$ cat config.mk
export PLATFORM = sky130hd
export DESIGN_NAME = frame_mapper
export DESIGN_NICKNAME = d
export VERILOG_FILES = /design/src/rtl/frame_mapper.sv
export SDC_FILE = /design/constraint.sdc
export NUM_CORES = 1
export LEC_CHECK = 0
export CAP_MARGIN = 20
export CORE_MARGIN = 2
export CORE_UTILIZATION = 59
export DETAILED_ROUTE_END_ITERATION = 8
export PLACE_DENSITY_LB_ADDON = 0.1
export SYNTH_ARGS = -nofsm -noshare
export SYNTH_HDL_FRONTEND = slang
export SYNTH_SLANG_ARGS = --single-unit
export TNS_END_PERCENT = 100
$ cat constraint.sdc
create_clock -name i_clk -period 2.87 [get_ports i_clk]
set_clock_uncertainty 0.05 [all_clocks]
set_input_delay 0.574 -clock i_clk [delete_from_list [all_inputs] [get_ports i_clk]]
set_output_delay 0.574 -clock i_clk [all_outputs]
set_load 0.005 [all_outputs]
$ cat src/rtl/frame_mapper.sv
// frame_mapper
//   Transmit-side line framer. Pulls client payload bytes and emits
//   fixed-size frames of N = ROWS*COLS bytes:
//     k=0 FAS1 (0xF6, fas strobe), k=1 FAS2 (0x28),
//     k=2 OH = {6'b0, arq_present, arq_en}, k=3..N-2 payload, k=N-1 CRC-8.
//   The CRC-8 (poly 0x07, init 0, MSB first) covers payload bytes only.
//
// Ports
//   i_clk, i_rst              clock, asynchronous active-low reset
//   i_pyld_data/_valid        client payload byte + valid
//   o_pyld_data_ready         mapper takes the payload byte this cycle
//   o_frame_data/_valid/_fas  line byte, valid, first-FAS-byte strobe
//   i_frame_ready             serial transmitter accepts the line byte
//   i_arq_en/_valid           ARQ indication to signal to the far end
//   o_crc_val                 CRC of the most recently completed frame
module frame_mapper #(
    parameter int ROWS = 4,     // 1..4
    parameter int COLS = 1024   // 4..2047
) (
    input  logic       i_clk,
    input  logic       i_rst,
    input  logic [7:0] i_pyld_data,
    input  logic       i_pyld_data_valid,
    output logic       o_pyld_data_ready,
    output logic [7:0] o_frame_data,
    output logic       o_frame_data_valid,
    output logic       o_frame_data_fas,
    input  logic       i_frame_ready,
    input  logic       i_arq_en,
    input  logic       i_arq_en_valid,
    output logic [7:0] o_crc_val
);

    localparam logic [7:0]  FAS1_BYTE = 8'hF6;
    localparam logic [7:0]  FAS2_BYTE = 8'h28;
    localparam int          N         = ROWS * COLS;
    // With ROWS=1, COLS=4 the frame has no payload: OH is followed by CRC.
    localparam bit          HAS_PYLD  = (N > 4);
    localparam logic [1:0]  ROW_LAST  = 2'(ROWS - 1);
    localparam logic [10:0] COL_LAST  = 11'(COLS - 1);
    // The last payload byte (k=N-2) always sits on the last row.
    localparam logic [10:0] COL_PLAST = 11'(COLS - 2);

    typedef enum logic [2:0] {
        S_FAS1,
        S_FAS2,
        S_OH,
        S_PYLD,
        S_CRC
    } state_t;

    state_t      state;
    state_t      state_nxt;
    logic [1:0]  row;
    logic [10:0] col;
    logic [7:0]  crc_acc;
    logic        arq_pend_present;
    logic        arq_pend_en;

    logic        load_ok;
    logic        load;
    logic        last_pyld;
    logic [7:0]  load_byte;
    logic [7:0]  oh_byte;

    // One byte step of the CRC-8, MSB first.
    function automatic logic [7:0] crc8_byte(input logic [7:0] crc, input logic [7:0] data);
        logic [7:0] c;
        c = crc ^ data;
        for (int i = 0; i < 8; i++) begin
            c = c[7] ? ((c << 1) ^ 8'h07) : (c << 1);
        end
        return c;
    endfunction

    // NOTE: every signal gets a default at the top of the block, so no path
    // through the case leaves it unassigned and no latch is inferred.
    always_comb begin
        load_ok           = !o_frame_data_valid | i_frame_ready;
        o_pyld_data_ready = (state == S_PYLD) & load_ok;
        load              = (state == S_PYLD) ? (o_pyld_data_ready & i_pyld_data_valid) : load_ok;
        last_pyld         = (row == ROW_LAST) && (col == COL_PLAST);
        // A pulse coinciding with the OH load wins over the pending value.
        oh_byte           = i_arq_en_valid ? {6'b0, 1'b1, i_arq_en}
                                           : {6'b0, arq_pend_present, arq_pend_en};
        load_byte         = 8'h00;
        state_nxt         = state;
        case (state)
            S_FAS1: begin
                load_byte = FAS1_BYTE;
                if (load) state_nxt = S_FAS2;
            end
            S_FAS2: begin
                load_byte = FAS2_BYTE;
                if (load) state_nxt = S_OH;
            end
            S_OH: begin
                load_byte = oh_byte;
                if (load) state_nxt = HAS_PYLD ? S_PYLD : S_CRC;
            end
            S_PYLD: begin
                load_byte = i_pyld_data;
                if (load && last_pyld) state_nxt = S_CRC;
            end
            S_CRC: begin
                load_byte = crc_acc;
                if (load) state_nxt = S_FAS1;
            end
            default: state_nxt = S_FAS1;
        endcase
    end

    // NOTE: sequential state uses non-blocking assignments so every register
    // samples pre-edge values, independent of block ordering.
    always_ff @(posedge i_clk or negedge i_rst) begin
        if (!i_rst) state <= S_FAS1;
        else        state <= state_nxt;
    end

    // NOTE: all registers here are control/datapath flops with a defined
    // reset value; a reset mid-frame drops the partial frame on the spot.
    always_ff @(posedge i_clk or negedge i_rst) begin
        if (!i_rst) begin
            o_frame_data       <= 8'h00;
            o_frame_data_valid <= 1'b0;
            o_frame_data_fas   <= 1'b0;
            o_crc_val          <= 8'h00;
            crc_acc            <= 8'h00;
            row                <= 2'd0;
            col                <= 11'd0;
        end else begin
            if (load) begin
                o_frame_data       <= load_byte;
                o_frame_data_valid <= 1'b1;
                o_frame_data_fas   <= (state == S_FAS1);
                if (col == COL_LAST) begin
                    col <= 11'd0;
                    row <= (row == ROW_LAST) ? 2'd0 : row + 2'd1;
                end else begin
                    col <= col + 11'd1;
                end
                case (state)
                    S_FAS1:  crc_acc   <= 8'h00;
                    S_PYLD:  crc_acc   <= crc8_byte(crc_acc, i_pyld_data);
                    S_CRC:   o_crc_val <= crc_acc;
                    default: ;
                endcase
            end else if (load_ok) begin
                // Register emptied (or already empty) with nothing to load.
                o_frame_data_valid <= 1'b0;
                o_frame_data_fas   <= 1'b0;
            end
        end
    end

    // Pending ARQ indication, consumed by the OH byte.
    always_ff @(posedge i_clk or negedge i_rst) begin
        if (!i_rst) begin
            arq_pend_present <= 1'b0;
            arq_pend_en      <= 1'b0;
        end else if (load && (state == S_OH)) begin
            arq_pend_present <= 1'b0;
            arq_pend_en      <= 1'b0;
        end else if (i_arq_en_valid) begin
            arq_pend_present <= 1'b1;
            arq_pend_en      <= i_arq_en;
        end
    end

endmodule
==> flow_summary_export.csv <==
group,metric,value,unit
grt,grt_max_degree,45,
worst_setup_path,critPathTopFamily,"flip-flops",
status,run_status,"complete, no violations",
worst_setup_path,critical_path_peak_fanout,20,
die,core_area,3970,sq um
worst_setup_path,worstSetupPathType,"flop to output port",
detailed_routing,via_count,1815,
synthesis,synth_largest_area_cell,"dfrtp_1",
timing,rsz_0062_raised_after_global_routing,"false",
cells_and_area,drive_above_1_share,9.29,%
cells_and_area,finish.instance_area,2860,sq um
synthesis,synthesis.nets,255,
detailed_routing,post-route-drc-count,0,
pwr,power.share.clock,20.5,%
detailed_routing,antenna_violating_nets_post_route,0,
worst_setup_path,cp_data_arrival_time,1.85,ns
placement,port-buffer-count,32,
cells_and_area,finish.utilization,72.0,%
die,die_area,4630,sq um
detailed_routing,detail_route.iter0.violations,121,
pwr,powerDensity,700,nW/um^2
clock_network,worstSkewPairLatency,0.30,ns
die,fp-row-count,23,
clock_network,cts_setup_buffers,0,
timing,final-max-slew-violation-count,0,
clock_network,postCtsResizedCells,0,
grt,grt_pass1_vias,1652,
synthesis,syn-instance-count,238,
synthesis,postSynthRegisterBits,44,
worst_setup_path,crit_required,2.25,ns
worst_setup_path,regToRegEndpoint,"o_crc_val[0]$_DFFE_PN0P_",
worst_setup_path,rrSetupSlack,0.76,ns
clock_network,tritoncts,"built",
placement,post_dp_cell_area,2740,sq um
worst_setup_path,path_buf_inv,1,
grt,grt_overflow,0,
timing,max_freq,0.404,GHz
worst_setup_path,worstRegToRegCells,3,
timing,final_clock_period_utilization_by_the_worst_path,86.2,%
worst_setup_path,crit_path_top_delay_cell,"dfrtp_1",
cells_and_area,layout.cells.most_common,"dfrtp_1",
synthesis,synth_enable_flop_cells,0,
detailed_routing,wire_per_inst,15.3,microns
timing,final-hold-violation-count,0,
worst_setup_path,startpoint_kind_of_the_worst_setup_timing_path,"flop",
synthesis,yosys.area.top_type_share,45.5,%
worst_setup_path,start_of_the_worst_register_to_register_path,"state[0]$_DFFE_PN0P_",
min_path,worst_hold_path_type,"primary input to async pin",
detailed_routing,totalWireLength,4900,microns
timing,timing.final.setup_violations,0,
detailed_routing,vias_per_std_cell,5.69,
pwr,p_switching,0.000637,W
synthesis,most_area_consuming_cells_after_synthesis,"dfrtp_1 45%, xnor2_1 5.8%, nand2_1 4.2%",
timing,timing.max_slew.rel_slack,56.2,%
grt,antenna_violations_before_repair,0,
cells_and_area,antenna_cells_inserted,0,
timing,worstMarginPinSlew,0.657,ns
clock_network,cts_root_buf,"clkbuf_8",
synthesis,ys_seq_area_share,45.5,%
timing,setup_total_negative_slack,0,ns
worst_setup_path,path_cells,"nand3b_4 -> nor2_1 -> clkdlybuf4s50_1",
pwr,leakage,1.28,nW
clock_network,cts_hold_buf,0,
pwr,p_seq_share,43.7,%
clock_network,cts_max_path_buffers,2,
die,boundary_pins,33,
clock_network,htree_levels,2,
synthesis,synthesis.area_per_instance,10.2,sq um
synthesis,synth.yosys.warnings,0,
die,die_w,68.1,microns
placement,finalWeightedCongestion,0.899,
pwr,switching_share,31.8,%
worst_setup_path,kind_of_end_point_of_the_critical_path,"output port",
cells_and_area,synthToLayoutAreaGrowth,18.1,%
cells_and_area,mostFrequentLayoutCells,"44 x dfrtp_1, 31 x clkdlybuf4s50_1, 27 x nand2_1",
synthesis,synth_cell_types,53,
die,initial_core_util,61.0,%
cells_and_area,n_fill_cell,315,
pwr,share_comb_of_total_power,35.8,%
timing,post_layout_min_period,2.47,ns
clock_network,clk_pin_slew_worst_paths,0.08,ns
pwr,peakVddDrop,0.415,mV
cells_and_area,nets,286,
placement,place_hpwl,3440,microns
grt,grt_pass1_wl,8050,microns
worst_setup_path,slowest_delay,0.77,ns
detailed_routing,dr.pass1.iters,4,
clock_network,cts_inserted_buffers,5,
synthesis,synthFlopType,"dfrtp_1",
grt,gr-usage-all-layers,23.8,%
pwr,power_report.internal_total,0.00136,W
clock_network,sinks_on_clock_net,44,
die,die_height,68.1,microns
run,timing.max_cap.violations,0,
synthesis,synthArstFlopShare,100,%
synthesis,mappedNetlistArea,2420,sq um
routing by layer:
metal	share of wire, %	wire (microns)	global-route usage [%]	up-vias
li1	-	-	-	895
met1	47	2300	33.1	855
met2	46	2260	37.4	56
met3	5.5	269	5.59	9
met4	1.5	74	7.00	0
met5	0	0	0	-
power groups by stage:
stage          Sequential, W  Combinational [W]  Clock, W
6_report            0.000875           0.000716  0.000410
5_1_grt             0.000891           0.000790  0.000450
4_1_cts             0.000872           0.000714  0.000422
3_5_place_dp        0.000883           0.000704         0
3_3_place_gp        0.000880           0.000693         0
2_1_floorplan       0.000853           0.000563         0
flip-flops by register name, summed over array words and instances (netlist names):
register            count
o_frame_data            8
o_frame_data_fas        1
arq_pend_present        1
o_frame_data_valid      1
col                    11
row                     2
state                   3
o_crc_val               8
arq_pend_en             1
crc_acc                 8
worst max-delay path by stage:
stage                     slack, ns            startpoint                        to  depth (start not counted)
after CTS                      0.40  state[0]$_DFFE_PN0P_         o_pyld_data_ready                          3
final                          0.40  state[0]$_DFFE_PN0P_         o_pyld_data_ready                          3
after global routing           0.31  state[0]$_DFFE_PN0P_         o_pyld_data_ready                          3
after detailed placement       0.43         i_frame_ready  o_crc_val[0]$_DFFE_PN0P_                          4
after global placement         0.50         i_frame_ready  o_crc_val[0]$_DFFE_PN0P_                          4
after floorplan                1.06        i_pyld_data[1]    crc_acc[3]$_DFFE_PN0P_                          4
kinds of logic after synthesis:
group / share of synthesized area, %
buf+inv: 4.19
compound gates: 13.0
xor+xnor: 13.6
fa+ha+maj: 1.55
simple gates: 18.5
flops: 45.5
mux: 3.67
metrics by stage:
stage / hold slack, ns / total power [W] / cells / worst slack, ns
finish: 0.126 / 0.00200 / 319 / 0.396
global placement: 0.410 / 0.00157 / 311 / 0.504
detailed placement: 0.423 / 0.00159 / 311 / 0.430
floorplan: 0.228 / 0.00142 / 238 / 1.06
CTS: 0.407 / 0.00201 / 318 / 0.396
global route: 0.140 / 0.00213 / 319 / 0.311
cell type report:
class	count	area, sq um	share of cell area, %
Timing Repair Buffer	36	358	12.5
Tap cell	50	62.6	2.19
Clock buffer	7	96.3	3.37
Multi-Input combinational cell	176	1220	42.6
Inverter	6	22.5	0.788
Sequential cell	44	1100	38.5
cell usage after synthesis, drive strengths merged, types with 2 or more instances:
library cell  instances
buf                   7
or3                   3
xnor3                 5
a21o                  3
ha                    3
nand2                27
o22ai                 2
nor2                 16
a21oi                20
inv                   6
o31ai                 3
mux2                  7
clkbuf                5
nand3b                2
o21bai                2
and4b                 2
o21ai                18
xnor2                18
nand3                15
nor2b                 3
nand4                 2
a31oi                 2
or4                   2
nor3                  5
dfrtp                44
Note: power is estimated with default switching activity, not from simulation.
==> patch 1 (same flow settings) <==
Reset style: synchronous (`i_rst`), changed in 3 clocked blocks. Comments in the files are not updated.
--- a/src/rtl/frame_mapper.sv
+++ b/src/rtl/frame_mapper.sv
@@ -112,14 +112,14 @@
 
     // NOTE: sequential state uses non-blocking assignments so every register
     // samples pre-edge values, independent of block ordering.
-    always_ff @(posedge i_clk or negedge i_rst) begin
+    always_ff @(posedge i_clk) begin
         if (!i_rst) state <= S_FAS1;
         else        state <= state_nxt;
     end
 
     // NOTE: all registers here are control/datapath flops with a defined
     // reset value; a reset mid-frame drops the partial frame on the spot.
-    always_ff @(posedge i_clk or negedge i_rst) begin
+    always_ff @(posedge i_clk) begin
         if (!i_rst) begin
             o_frame_data       <= 8'h00;
             o_frame_data_valid <= 1'b0;
@@ -154,7 +154,7 @@
     end
 
     // Pending ARQ indication, consumed by the OH byte.
-    always_ff @(posedge i_clk or negedge i_rst) begin
+    always_ff @(posedge i_clk) begin
         if (!i_rst) begin
             arq_pend_present <= 1'b0;
             arq_pend_en      <= 1'b0;
Behaviour: differs if i_rst is asserted again (counterexample within 4 cycles, from zero or initial values and one cycle with i_rst low); with i_rst held inactive, the same outputs for 10 cycles.
==> patch 1 against the unedited design <==
- area after synthesis decreased by 11%
- non-clock buffer count increased by 1
- critical endpoint unchanged
- final area shrank 11%
- critical path depth rose by 1
- die area down 11%
- routed wire length down 6.9%
- first-iteration DRC count is the same
- sequential share of layout area shrank 4.1 points
- largest cell class unchanged
- worst setup slack worse by 0.11 ns
- sequential cell count is the same
- cell count is 3.4% higher
Power is not compared: it rests on default switching activity, and its combinational part moved more than twofold at a synthesized area within 25%.
==> patch 1: results (changes against the unedited design) <==
metric,value,unit,change
cts_root_buffer,clkbuf_4,,
fin_nets,301,,+5.2%
gp_congestion,0.839,,-6.6%
largest_register_ffs,11,,unchanged
stdcell_count,330,,+3.4%
htree_levels,2,,unchanged
post_cts_buffers,0,,unchanged
drt-total-wl,4.56,mm,-6.9%
clockBufferDepth,2,,unchanged
hp-class,reg -> reg,,
yosys-top-cells-area,"dfxtp_1, nor2_1, xnor2_1",,
criticalPathCategory,in -> out,,
drc,0,,unchanged
antenna_found_initial,0,,unchanged
insertion_delay,0.35,ns,+0.05 ns
clock.fmax,387,MHz,-4.4%
grt_pass1_vias,1640,,-0.73%
grtUsageTotal,24.2,%,+0.34 points
grt_max_degree,28,,-38%
grt_pass1_wl,7.70,mm,-4.3%
critPathTopFamily,buffers and inverters,,
syn_inst,252,,+5.9%
drtPass1Iterations,4,,unchanged
synth-warning-count,0,,unchanged
async_flop_share,0,%,-100 points
whs,0.431,ns,+0.305 ns
synth_nets,269,,+5.5%
antenna_cells,0,,unchanged
dp_cells,323,,+3.9%
finalWorstPathRequiredPeriod,2.59,ns,+0.113 ns
p_leak,0.999,nW,
yosys-top-cells-count,"dfxtp_1, nor2_1, nand2_1, a21oi_1, xnor2_1",,
cts.clk_slew.worst_paths,0.12,ns,+0.04 ns
cpMaxStageDelayCell,clkdlybuf4s50_1,,
synth_seq_area_share,41.0,%,-4.5 points
drive_above_1_share,6.69,%,-2.6 points
place_ws,0.0526,ns,-0.377 ns
cts.repair.resized,0,,unchanged
regMostFlops,col,,
status,completed,,
drt_iter0_drc,121,,unchanged
max_stage_delay,0.46,ns,-0.31 ns
portBuffers,32,,unchanged
worst_pin_slew,0.688,ns,+0.0310 ns
r2r_slack,0.81,ns,+0.05 ns
path_max_fanout,12,,-40%
synth_cell_types,43,,-19%
finalMaxSlewViolations,0,,unchanged
synth-main-ff-cell,dfxtp_1,,
vias,1840,,+1.4%
dp_hpwl,3.34,mm,-2.9%
dpl_cell_area,2510,µm²,-8.5%
[patch 1: cell types whose count changed after synthesis, moves of 4 or more]
cell      before  now
nand3_1       15    5
xor2_1         1   12
dfxtp_1        0   44
a22oi_1        0    4
dfrtp_1       44    0
mux2_2         4    0
clkbuf_1       4   10
nor2_1        14   41
mux2i_1        1   10
xnor3_1        4    0
o211ai_1       0    4
[patch 1: worst reg2reg max path: stages, from the launching register on]
cell	delay, ns
dfxtp_1	0.65
and4bb_4	0.30
or4b_4	0.55
or3_1	0.32
a21oi_1	0.13
[patch 1: cell families after synthesis]
logic type	Yosys count	synth area share, %
simple gates	90	20.0
compound gates	59	17.6
flops	44	41.0
xor+xnor	28	11.4
buf+inv	18	3.55
mux	10	4.66
fa+ha+maj	3	1.75
[patch 1: layout make-up]
| type | count | area, µm² |
|---|---|---|
| multi-input combinational | 190 | 1190 |
| sequential | 44 | 881 |
| fill | 278 | 857 |
| timing repair buffer | 37 | 358 |
| tap | 46 | 57.6 |
| clock buffer | 6 | 41.3 |
| inverter | 6 | 22.5 |
| clock inverter | 1 | 5.00 |
[patch 1: final timing paths]
check	cells past startpoint	startpoint	endpoint
max	4	i_frame_ready	o_pyld_data_ready
min reg2reg	2	arq_pend_present	arq_pend_present
min	2	arq_pend_present	arq_pend_present
max reg2reg	4	state[2]	col[8]
[patch 1: where the power goes]
group	switching, mW	internal, mW	total, mW	leakage, nW
Clock	0.188	0.0906	0.279	0.0281
Combinational	0.157	0.161	0.318	0.611
Sequential	0.0486	0.653	0.702	0.359
Total	0.393	0.905	1.30	0.999
[patch 1: metal layers]
metal	GRT usage [%]	part of all wire [%]	up-vias
met1	33.7	48	842
met4	7.71	1.6	0
met5	0	0	-
met2	36.8	43	58
met3	5.81	7.4	9
li1	-	-	931
==> patch 2 (same flow settings) <==
Without the edit above. The 5 states of `state_t` get a Gray code encoding in 3 bits.
--- a/src/rtl/frame_mapper.sv
+++ b/src/rtl/frame_mapper.sv
@@ -42,11 +42,11 @@
     localparam logic [10:0] COL_PLAST = 11'(COLS - 2);
 
     typedef enum logic [2:0] {
-        S_FAS1,
-        S_FAS2,
-        S_OH,
-        S_PYLD,
-        S_CRC
+        S_FAS1 = 3'b000,
+        S_FAS2 = 3'b001,
+        S_OH   = 3'b011,
+        S_PYLD = 3'b010,
+        S_CRC  = 3'b110
     } state_t;
 
     state_t      state;
Formal check against the unedited RTL: same outputs for any inputs over 10 cycles, from zero or initial values and one cycle with i_rst low; not proved beyond that.
==> patch 2 against the unedited design <==
- worst setup slack worse by 0.17 ns
- clock power is 12% lower
- total power is 6.1% higher
- routed wire length is 3.3% lower
- sequential power is 4.9% higher
- sequential cell count stayed put
- area after synthesis is 2.5% lower
- global-route usage is 0.19 points higher
- final area is 1.8% lower
- largest power group unchanged
==> patch 2: results (changes against the unedited design) <==
metric,value,unit,change
synth_nets,252,,-1.2%
drt_iter0_drc,184,,+52%
synth_seq_area_share,46.7,%,+1.2 points
worst_r2r_endpoint,row[1],,
yosys-top-cells-count,"dfrtp_1, nand2_1, o21ai_0, xnor2_1",,
grt_pass1_wl,8.06,mm,+0.17%
path_max_fanout,5,,-75%
syn_inst,235,,-1.3%
yosys_register_bits,44,,unchanged
fillers,274,,-13%
dp_hpwl,3.45,mm,+0.31%
cpMaxStageDelayCell,clkdlybuf4s50_1,,
yosys-top-cells-area,"dfrtp_1, xnor2_1, nand2_1",,
async_flop_share,100,%,unchanged
portBuffers,32,,unchanged
internal-power,1.39,mW,+2.1%
grtUsageTotal,24.0,%,+0.19 points
cp_data_arrival_time,2.02,ns,+0.17 ns
regMostFlops,col,,
stdcell_count,317,,-0.63%
routed_via_density,5.71,,+0.30%
grt_max_degree,45,,unchanged
p_leak,1.25,nW,-2.0%
drive_above_1_share,7.81,%,-1.5 points
slew_headroom,36.8,%,-19 points
regToRegStartpoint,state[2],,
synth_cell_types,43,,-19%
reg2regPathDepth,5,,+2
cts.clk_slew.worst_paths,0.08,ns,about the same
dp_cells,310,,-0.32%
gp_congestion,0.819,,-8.8%
hp-class,in -> async,,
drt-total-wl,4.73,mm,-3.3%
grt_pass1_vias,1718,,+4.0%
status,completed,,
cts_root_buffer,clkbuf_8,,
synth-warning-count,0,,unchanged
largest_register_ffs,11,,unchanged
numCtsBuffers,5,,unchanged
antenna_cells,0,,unchanged
max_stage_delay,0.56,ns,-0.21 ns
cts.repair.resized,0,,unchanged
worst_ir_drop_vdd,0.000478,V,+15%
==> patch 2: cell count changes after synthesis, sizes merged, moves of 3 or more <==
cell,unedited run,this run
a21oi,20,13
nand2b,1,5
buf,7,2
nand3,15,7
inv,6,13
nand2,27,30
nor2,16,12
o21ai,18,15
a31oi,2,7
clkbuf,5,8
==> patch 2: worst max-delay path, delay by kind of cell <==
family | cells | cell delay (ns)
buffers and inverters | 2 | 1.04
and+or+nand+nor | 2 | 0.40
==> patch 2: area by class of cell <==
class	count	area [µm²]	area share, %
clock buffers	6	72.6	2.58
clock inverters	1	5.00	0.178
flip-flops and latches	44	1100	39.2
inverters	13	48.8	1.74
multi-input cells	168	1170	41.6
repair buffers	37	353	12.6
well taps	48	60.1	2.14
==> patch 2: power groups by stage <==
stage / registers, mW / logic [mW] / clock network (mW)
2_1_floorplan: 0.894 / 0.624 / 0
3_3_place_gp: 0.923 / 0.814 / 0
3_5_place_dp: 0.926 / 0.839 / 0
4_1_cts: 0.915 / 0.843 / 0.369
5_1_grt: 0.939 / 0.930 / 0.399
6_report: 0.918 / 0.842 / 0.361
==> patch 2: layer usage <==
metal	track usage (%)	vias to the layer above	wire length [µm]
li1	-	887	-
met1	36.0	852	2270
met2	34.9	64	2100
met3	5.67	6	307
met4	6.63	0	53
met5	0	-	0
==> patch 2: how the worst max path moves through the flow <==
stage / from / cells past startpoint / slack (ns) / to
after floorplan: i_frame_ready / 5 / 0.79 / row[0]
after global placement: i_frame_ready / 4 / 0.26 / o_pyld_data_ready
after detailed placement: i_frame_ready / 4 / 0.25 / o_pyld_data_ready
after CTS: i_frame_ready / 4 / 0.24 / o_pyld_data_ready
after global routing: i_frame_ready / 4 / 0.16 / o_pyld_data_ready
final: i_frame_ready / 4 / 0.23 / o_pyld_data_ready
==> patch 2: per-stage QoR <==
step	cell area [µm²]	hold slack, ns	setup WS [ns]	util, %
after detailed placement	2730	0.414	0.246	73.0
after global routing	2810	0.446	0.161	75.0
after floorplan	2360	0.228	0.793	-
after global placement	2730	0.405	0.259	73.0
final	2810	0.375	0.230	75.0
after CTS	2810	0.404	0.237	75.0
==> patch 2: cells by family (layout without fill, tap and decap cells) <==
| group | count (synthesis) | after routing | share of synthesized area, % |
|---|---|---|---|
| compound gates | 54 | 54 | 13.9 |
| xor+xnor | 25 | 25 | 13.2 |
| fa+ha+maj | 3 | 3 | 1.59 |
| buf+inv | 23 | 57 | 3.82 |
| flops | 44 | 44 | 46.7 |
| mux | 8 | 8 | 3.98 |
| simple gates | 78 | 78 | 16.9 |
